[src/rtl/full_adder_pkg.sv]
// Shared definitions for the multi-bit registered full adder.
//   DEFAULT_WIDTH : default operand width of full_adder_multibit_sync.
//   ref_add       : behavioural reference sum {carry_out, sum} of two unsigned
//                   operands plus a carry-in. Operands are carried at the
//                   maximum supported width (64). Callers mask the operands to
//                   their own width, and the result then fits in width+1 bits.
package full_adder_pkg;

  localparam int DEFAULT_WIDTH = 1;
  localparam int MAX_WIDTH     = 64;

  function automatic logic [MAX_WIDTH:0] ref_add(input logic [MAX_WIDTH-1:0] a,
                                                 input logic [MAX_WIDTH-1:0] b,
                                                 input logic                 cin);
    logic [MAX_WIDTH:0] res;
    res = {1'b0, a} + {1'b0, b} + {{MAX_WIDTH{1'b0}}, cin};
    return res;
  endfunction

endpackage

[src/rtl/full_adder_bit.sv]
// One-bit full adder cell, purely combinational. It is the ripple element of
// full_adder_multibit_sync.
//   a_i, b_i : operand bits
//   c_i      : carry in from the next lower bit
//   s_o      : sum bit
//   co_o     : carry out to the next higher bit
module full_adder_bit
  import full_adder_pkg::*;
(
  input  logic a_i,
  input  logic b_i,
  input  logic c_i,
  output logic s_o,
  output logic co_o
);

  logic prop;

  assign prop = a_i ^ b_i;
  assign s_o  = prop ^ c_i;
  assign co_o = (a_i & b_i) | (c_i & prop);

endmodule

[src/rtl/full_adder_multibit_sync.sv]
// Parameterised ripple-carry adder with a registered result (1-cycle latency).
// F_o = zero-extend(A_i) + zero-extend(B_i) + C_i, computed in WIDTH+1 bits.
//   clk_i   : clock, rising edge
//   rst_i   : asynchronous active-high reset. It clears F_o and valid_o.
//   valid_i : qualifies A_i/B_i/C_i for this cycle
//   A_i,B_i : unsigned operands, WIDTH bits
//   C_i     : carry in
//   F_o     : {carry_out, sum}, WIDTH+1 bits. It holds its value while valid_i = 0.
//   valid_o : registered copy of valid_i
module full_adder_multibit_sync
  import full_adder_pkg::*;
#(
  parameter int WIDTH = DEFAULT_WIDTH
) (
  input  logic             clk_i,
  input  logic             rst_i,
  input  logic             valid_i,
  input  logic [WIDTH-1:0] A_i,
  input  logic [WIDTH-1:0] B_i,
  input  logic             C_i,
  output logic [WIDTH:0]   F_o,
  output logic             valid_o
);

  logic [WIDTH:0]   carry;
  logic [WIDTH-1:0] sum;
  logic [WIDTH:0]   f_p0;
  logic             vld_p0;

  assign carry[0] = C_i;

  for (genvar k = 0; k < WIDTH; k++) begin : g_ripple
    full_adder_bit u_bit (
      .a_i  (A_i[k]),
      .b_i  (B_i[k]),
      .c_i  (carry[k]),
      .s_o  (sum[k]),
      .co_o (carry[k+1])
    );
  end

  // ---- stage p0: output register ----
  // The data register loads only on qualified cycles. Unknown operands on idle
  // cycles therefore never reach F_o.
  always_ff @(posedge clk_i or posedge rst_i) begin
    if (rst_i) begin
      f_p0   <= '0;
      vld_p0 <= 1'b0;
    end else begin
      vld_p0 <= valid_i;
      if (valid_i) begin
        f_p0 <= {carry[WIDTH], sum};
      end
    end
  end

  assign F_o     = f_p0;
  assign valid_o = vld_p0;

endmodule

[config.mk]
export PLATFORM = sky130hd
export DESIGN_NAME = full_adder_multibit_sync
export DESIGN_NICKNAME = d
export VERILOG_FILES = /design/src/rtl/full_adder_pkg.sv /design/src/rtl/full_adder_bit.sv /design/src/rtl/full_adder_multibit_sync.sv
export SDC_FILE = /design/constraint.sdc
export NUM_CORES = 1
export LEC_CHECK = 0
export CAP_MARGIN = 20
export CORE_AREA = 2 2 39 41
export CTS_CLUSTER_SIZE = 24
export DETAILED_ROUTE_END_ITERATION = 10
export DIE_AREA = 0 0 41 43
export GPL_ROUTABILITY_DRIVEN = 0
export SYNTH_ARGS = -nofsm -noshare
export SYNTH_HDL_FRONTEND = slang
export SYNTH_SLANG_ARGS = --single-unit
[constraint.sdc]
create_clock -name clk_i -period 1 [get_ports clk_i]
set_input_delay 0.1 -clock clk_i [delete_from_list [all_inputs] [get_ports clk_i]]
set_output_delay 0.1 -clock clk_i [all_outputs]
set_load 0.005 [all_outputs]
==> impl_metrics.py, run 1 <==
metrics = {
    "clock_network": {
        "path_clk_slew_ps": 40,
        "cts-root-buf": "clkbuf_4",
        "cts_tree": "built",
        "insertion_delay_ps": 230,
        "clk_path_buf_depth": 2,
        "clock_sinks": 3,
        "post-cts-setup-buffers": 0,
        "cts_htree_levels": 1,
        "cts_buffers": 3,
    },
    "worst_setup_path": {
        "critPathArrivalTime_ps": 1080,
        "critPathKind": "input pin to flop",
        "cp.required_ps": 1110,
        "worstRegToRegCells": 1,
        "startpoint_type": "input pin",
        "worst_setup_path_end_kind": "flop",
        "cp_max_fo": 1,
    },
    "grt": {
        "grt.overflow.total": 0,
        "grt_pass1_wl_um": 427,
        "grt_max_degree": 4,
        "use_met1_pct": 3.23,
        "antenna_found_initial": 0,
        "grt_usage_pct": 4.52,
        "gr-usage-met3_pct": 4.71,
        "grt_pass1_vias": 134,
        "use_met2_pct": 4.38,
        "top_usage_layer": "met4",
    },
    "timing": {
        "setup_violations": 0,
        "clock_skew_ps": 0,
        "max_freq_mhz": 1030,
        "final_hold_viol_count": 0,
        "rsz0062_at_grt": "false",
        "max-slew-margin-rel_pct": 92.3,
        "final.setup.tns_ps": 0,
        "drv_slew": 0,
        "tightest_slew_ps": 116,
        "period_share_pct": 97.1,
        "fin_crit_ps": 971,
    },
    "placement": {
        "placedCellCount": 31,
        "port_buffers": 8,
    },
    "synth": {
        "synth_top_area_share_pct": 61.9,
        "synth_area_leaders": "dfrtp_1 (62%), mux2_2 (19%), fa_1 (16%)",
        "ys_async_sr_fraction_pct": 100,
        "synthFlopType": "dfrtp_1",
        "synth-edff-count": 0,
        "avgSynthCellArea_um2": 17.3,
        "netlist_instances": 7,
        "ys_seq_area_share_pct": 61.9,
        "synth_area_leader_cell": "dfrtp_1",
        "synth_nets": 14,
        "synth.distinct_cells": 4,
        "synth-seq-cells": 3,
        "synth_common_cells": "dfrtp_1 (3), mux2_2 (2), fa_1 (1), inv_1 (1)",
        "synth_warnings": 0,
        "yosysMostFrequentCell": "dfrtp_1",
        "synth_area_um2": 121,
    },
    "layout": {
        "drive_gt1_share_pct": 31.6,
        "seq_area_um2": 75.1,
        "synthToLayoutAreaGrowth_pct": 100,
        "multi_input_area_um2": 45.0,
        "fin_cells": 35,
        "n_fill_cell": 152,
        "nNetsFinal": 27,
        "antenna_cells": 0,
        "utilization_pct": 17.5,
    },
    "die": {
        "row_count": 14,
        "start_util_pct": 8.77,
        "chipWidth_um": 41,
        "coreArea_um2": 1380,
        "io_pins": 9,
        "die_h_um": 43,
        "die-area_um2": 1760,
    },
    "route": {
        "routedWlPerCell_um": 8.40,
        "routed_wl_um": 294,
        "num_vias": 98,
        "drtPass1Iterations": 1,
        "routed_via_density": 2.80,
        "final_antenna_net_count": 0,
        "drtIter0Drc": 0,
        "drc": 0,
    },
    "run_status": {
        "outcome": "finished clean",
    },
    "power_and_ir_drop": {
        "power_density_nw_per_um2": 1710,
        "leakage_nw": 0.109,
        "peakVddDrop_mv": 0.262,
    },
    "run": {
        "cap_violations": 0,
    },
    "min_path": {
        "hold_class": "input pin to async pin",
    },
}
-- logic make-up after synthesis --
logic type | Yosys count | share of synthesized area [%]
buffers and inverters | 1 | 3.09
adders and majority gates | 1 | 16.5
muxes | 2 | 18.6
DFF | 3 | 61.9
-- worst max-delay path: stages --
cell and delay (ps):
dlygate4sd2_1 250, fa_2 460, mux2_2 270
-- report_power, final --
| part | switching (mW) | internal, mW |
|---|---|---|
| registers | 0.00561 | 0.137 |
| logic | 0.0217 | 0.0422 |
| clock network | 0.0601 | 0.149 |
| total | 0.0874 | 0.329 |
-- area by class of cell --
cell class              count  area share, %
clock buffers               4           10.8
multi-input cells           3           18.6
repair buffers              8           29.9
inverters                   1           1.55
flip-flops and latches      3           30.9
well taps                  16           8.25
-- timing repair --
item	4_1_cts	5_1_grt
hold buffers	0	0
setup endpoints to repair	5	0
gates resized for setup	7	0
-- through the flow --
stage / power (mW) / setup WS [ps] / hold slack, ps / area [µm²]
finish: 0.416 / 28.8 / 44.7 / 243
global route: 0.449 / 1.78 / 55.5 / 243
CTS: 0.430 / 29.1 / 37.5 / 243
detailed placement: 0.223 / -412 / 281 / 221
global placement: 0.219 / -380 / 274 / 221
floorplan: 0.165 / 74.1 / -146 / 121
-- routing by layer --
metal / wire length (µm) / part of all wire [%]
met5: 0 / 0
met4: 0 / 0
met3: 83 / 28
met2: 118 / 40
met1: 92 / 31
-- sequential cells by signal, summed over array words and instances, names as in the netlist --
register	cells
valid_o	1
F_o	2
-- path summary, 6_finish.rpt --
check | from | to | slack (ps)
max reg2reg | F_o[1] | F_o[1] | 260
max | A_i | F_o[0] | 30
max in group asynchronous | rst_i | F_o[0] | 830
min | rst_i | valid_o | 40
min in group clk_i | valid_i | valid_o | 390
min reg2reg | F_o[0] | F_o[0] | 500
-- layout by cell type (no fill, tap or decap) --
cell             count
dlygate4sd2_1        6
dfrtp_1              3
clkbuf_4             3
mux2_2               2
clkdlybuf4s50_1      2
inv_1                1
fa_2                 1
clkbuf_1             1
No activity file was read; power rests on OpenSTA's default activity.
==> run 2, diff against run 1 <==
CORE_AREA = 4 4 41 43   (was 2 2 39 41)
DIE_AREA = 0 0 45 47   (was 0 0 41 43)
==> run 2 against run 1 <==
Compared with the run above:
- setup slack better by 9.4 ps
- global-route usage down 0.17 points
- largest power group unchanged
- highest routed layer unchanged
- power grew 1.7%
==> impl_metrics.py, run 2 (synthesized netlist as in run 1, its figures left out) <==
metrics = {
    "run_status": {
        "outcome": "finished clean",
    },
    "route": {
        "drtPass1Iterations": 1,
        "routedWlPerCell_um": 9.65,
        "drtIter0Drc": 0,
        "final_antenna_net_count": 0,
        "drc": 0,
        "routed_via_density": 3.09,
        "routed_wl_um": 328,
        "num_vias": 105,
    },
    "layout": {
        "largest_reg_flops": 2,
        "antenna_cells": 0,
        "synthToLayoutAreaGrowth_pct": 102,
        "mostFrequentLayoutCell": "dlygate4sd2_1",
        "drive_gt1_share_pct": 26.3,
        "layout_common_cells": "dlygate4sd2_1 (4), dfrtp_1 (3), clkbuf_4 (3), clkdlybuf4s15_1 (2), clkdlybuf4s50_1 (2)",
        "final_area_um2": 245,
        "nNetsFinal": 27,
    },
    "timing": {
        "period_share_pct": 96.2,
        "fin_crit_ps": 962,
        "tightest_slew_ps": 142,
        "max_freq_mhz": 1040,
        "rsz0062_at_grt": "false",
        "max-slew-margin-rel_pct": 90.5,
        "final_hold_viol_count": 0,
        "fin_hold_ws_ps": 37.8,
        "drv_slew": 0,
        "clock_skew_ps": 0,
        "setup_violations": 0,
    },
    "worst_setup_path": {
        "cp_max_fo": 1,
        "worst_setup_path_end_kind": "flop",
        "critPathKind": "input pin to flop",
        "cp.required_ps": 1110,
        "critPathArrivalTime_ps": 1070,
        "startpoint_type": "input pin",
    },
    "die": {
        "row_count": 13,
        "die-area_um2": 2120,
        "chipWidth_um": 45,
        "coreArea_um2": 1300,
        "io_pins": 9,
        "die_h_um": 47,
        "start_util_pct": 9.33,
    },
    "grt": {
        "grt_max_degree": 4,
        "antenna_found_initial": 0,
        "grt_pass1_wl_um": 524,
        "grt.overflow.total": 0,
        "grt_usage_pct": 4.35,
        "grt_pass1_vias": 159,
    },
    "clock_network": {
        "cts-root-buf": "clkbuf_4",
        "clock_sinks": 3,
        "insertion_delay_ps": 230,
        "post-cts-setup-buffers": 0,
        "cts_htree_levels": 1,
        "cts_tree": "built",
        "path_clk_slew_ps": 40,
        "cts_buffers": 3,
        "clk_path_buf_depth": 2,
    },
    "min_path": {
        "hold_class": "input pin to async pin",
    },
    "power_and_ir_drop": {
        "switchingPower_mw": 0.0893,
        "clkPwrFrac_pct": 49.6,
        "peakVddDrop_mv": 0.256,
        "power_density_nw_per_um2": 1730,
        "leakage_nw": 0.113,
        "sw_frac_of_total_pct": 21.1,
        "comb_power_share_pct": 16.3,
        "p_int_mw": 0.334,
        "power_frac_seq_pct": 34.1,
        "totalPowerFinal_mw": 0.423,
    },
    "placement": {
        "port_buffers": 8,
        "placed_area_um2": 220,
    },
    "run": {
        "cap_violations": 0,
    },
}
-- run 2: cell count changes in the layout (fill, tap and decap cells not counted) --
cell and change:
clkdlybuf4s15_1 +2, dlygate4sd2_1 -2, fa_1 +1, fa_2 -1, mux2_2 -1, mux2_4 +1
-- run 2: what timing repair did --
| action | 4_1_cts | 5_1_grt |
|---|---|---|
| resized for setup | 6 | 3 |
| hold buffers | 0 | 0 |
| setup endpoints to repair | 5 | 2 |
| pin swaps | 1 | 1 |
-- run 2: final timing paths --
| path | start | to | slack, ps | cells past startpoint |
|---|---|---|---|---|
| max reg2reg | F_o[0] | F_o[0] | 250 | 1 |
| max | B_i | F_o[0] | 40 | 3 |
| min | rst_i | valid_o | 40 | 2 |
| max in group asynchronous | rst_i | F_o[0] | 830 | 2 |
| min in group clk_i | A_i | F_o[1] | 390 | 3 |
| min reg2reg | F_o[0] | F_o[0] | 510 | 1 |
-- run 2: power by group through the flow --
stage               clock network, mW  logic, mW  registers, mW
global placement                    0     0.0751          0.145
finish                          0.210     0.0691          0.144
global route                    0.235     0.0764          0.145
CTS                             0.225     0.0643          0.144
detailed placement                  0     0.0792          0.146
floorplan                           0     0.0181          0.147
-- run 2: stage by stage --
stage | setup TNS [ps] | utilization [%] | cells | setup WS (ps)
after floorplan | 0 | - | 7 | 74.1
after global placement | -729 | 16.9 | 30 | -393
after global routing | 0 | 18.8 | 34 | 21.2
final | 0 | 18.8 | 34 | 38.2
after detailed placement | -781 | 16.9 | 30 | -433
after CTS | 0 | 18.4 | 34 | 13.4
-- run 2: critical path: stages --
cell and delay (ps):
dlygate4sd2_1 250, fa_1 460, mux2_4 270
-- run 2: layout make-up --
| cell class | instances | area [µm²] |
|---|---|---|
| Inverter | 1 | 3.75 |
| Multi-Input combinational cell | 3 | 46.3 |
| Fill cell | 147 | 1060 |
| Clock buffer | 4 | 26.3 |
| Timing Repair Buffer | 8 | 75.1 |
| Tap cell | 15 | 18.8 |
| Sequential cell | 3 | 75.1 |
-- run 2: routing by layer --
| layer | track usage [%] | part of all wire, % | wire (µm) |
|---|---|---|---|
| met5 | 0 | 0 | 0 |
| met4 | 7.02 | 0 | 0 |
| met3 | 3.45 | 17 | 57 |
| met2 | 6.50 | 53 | 173 |
| met1 | 2.51 | 30 | 98 |
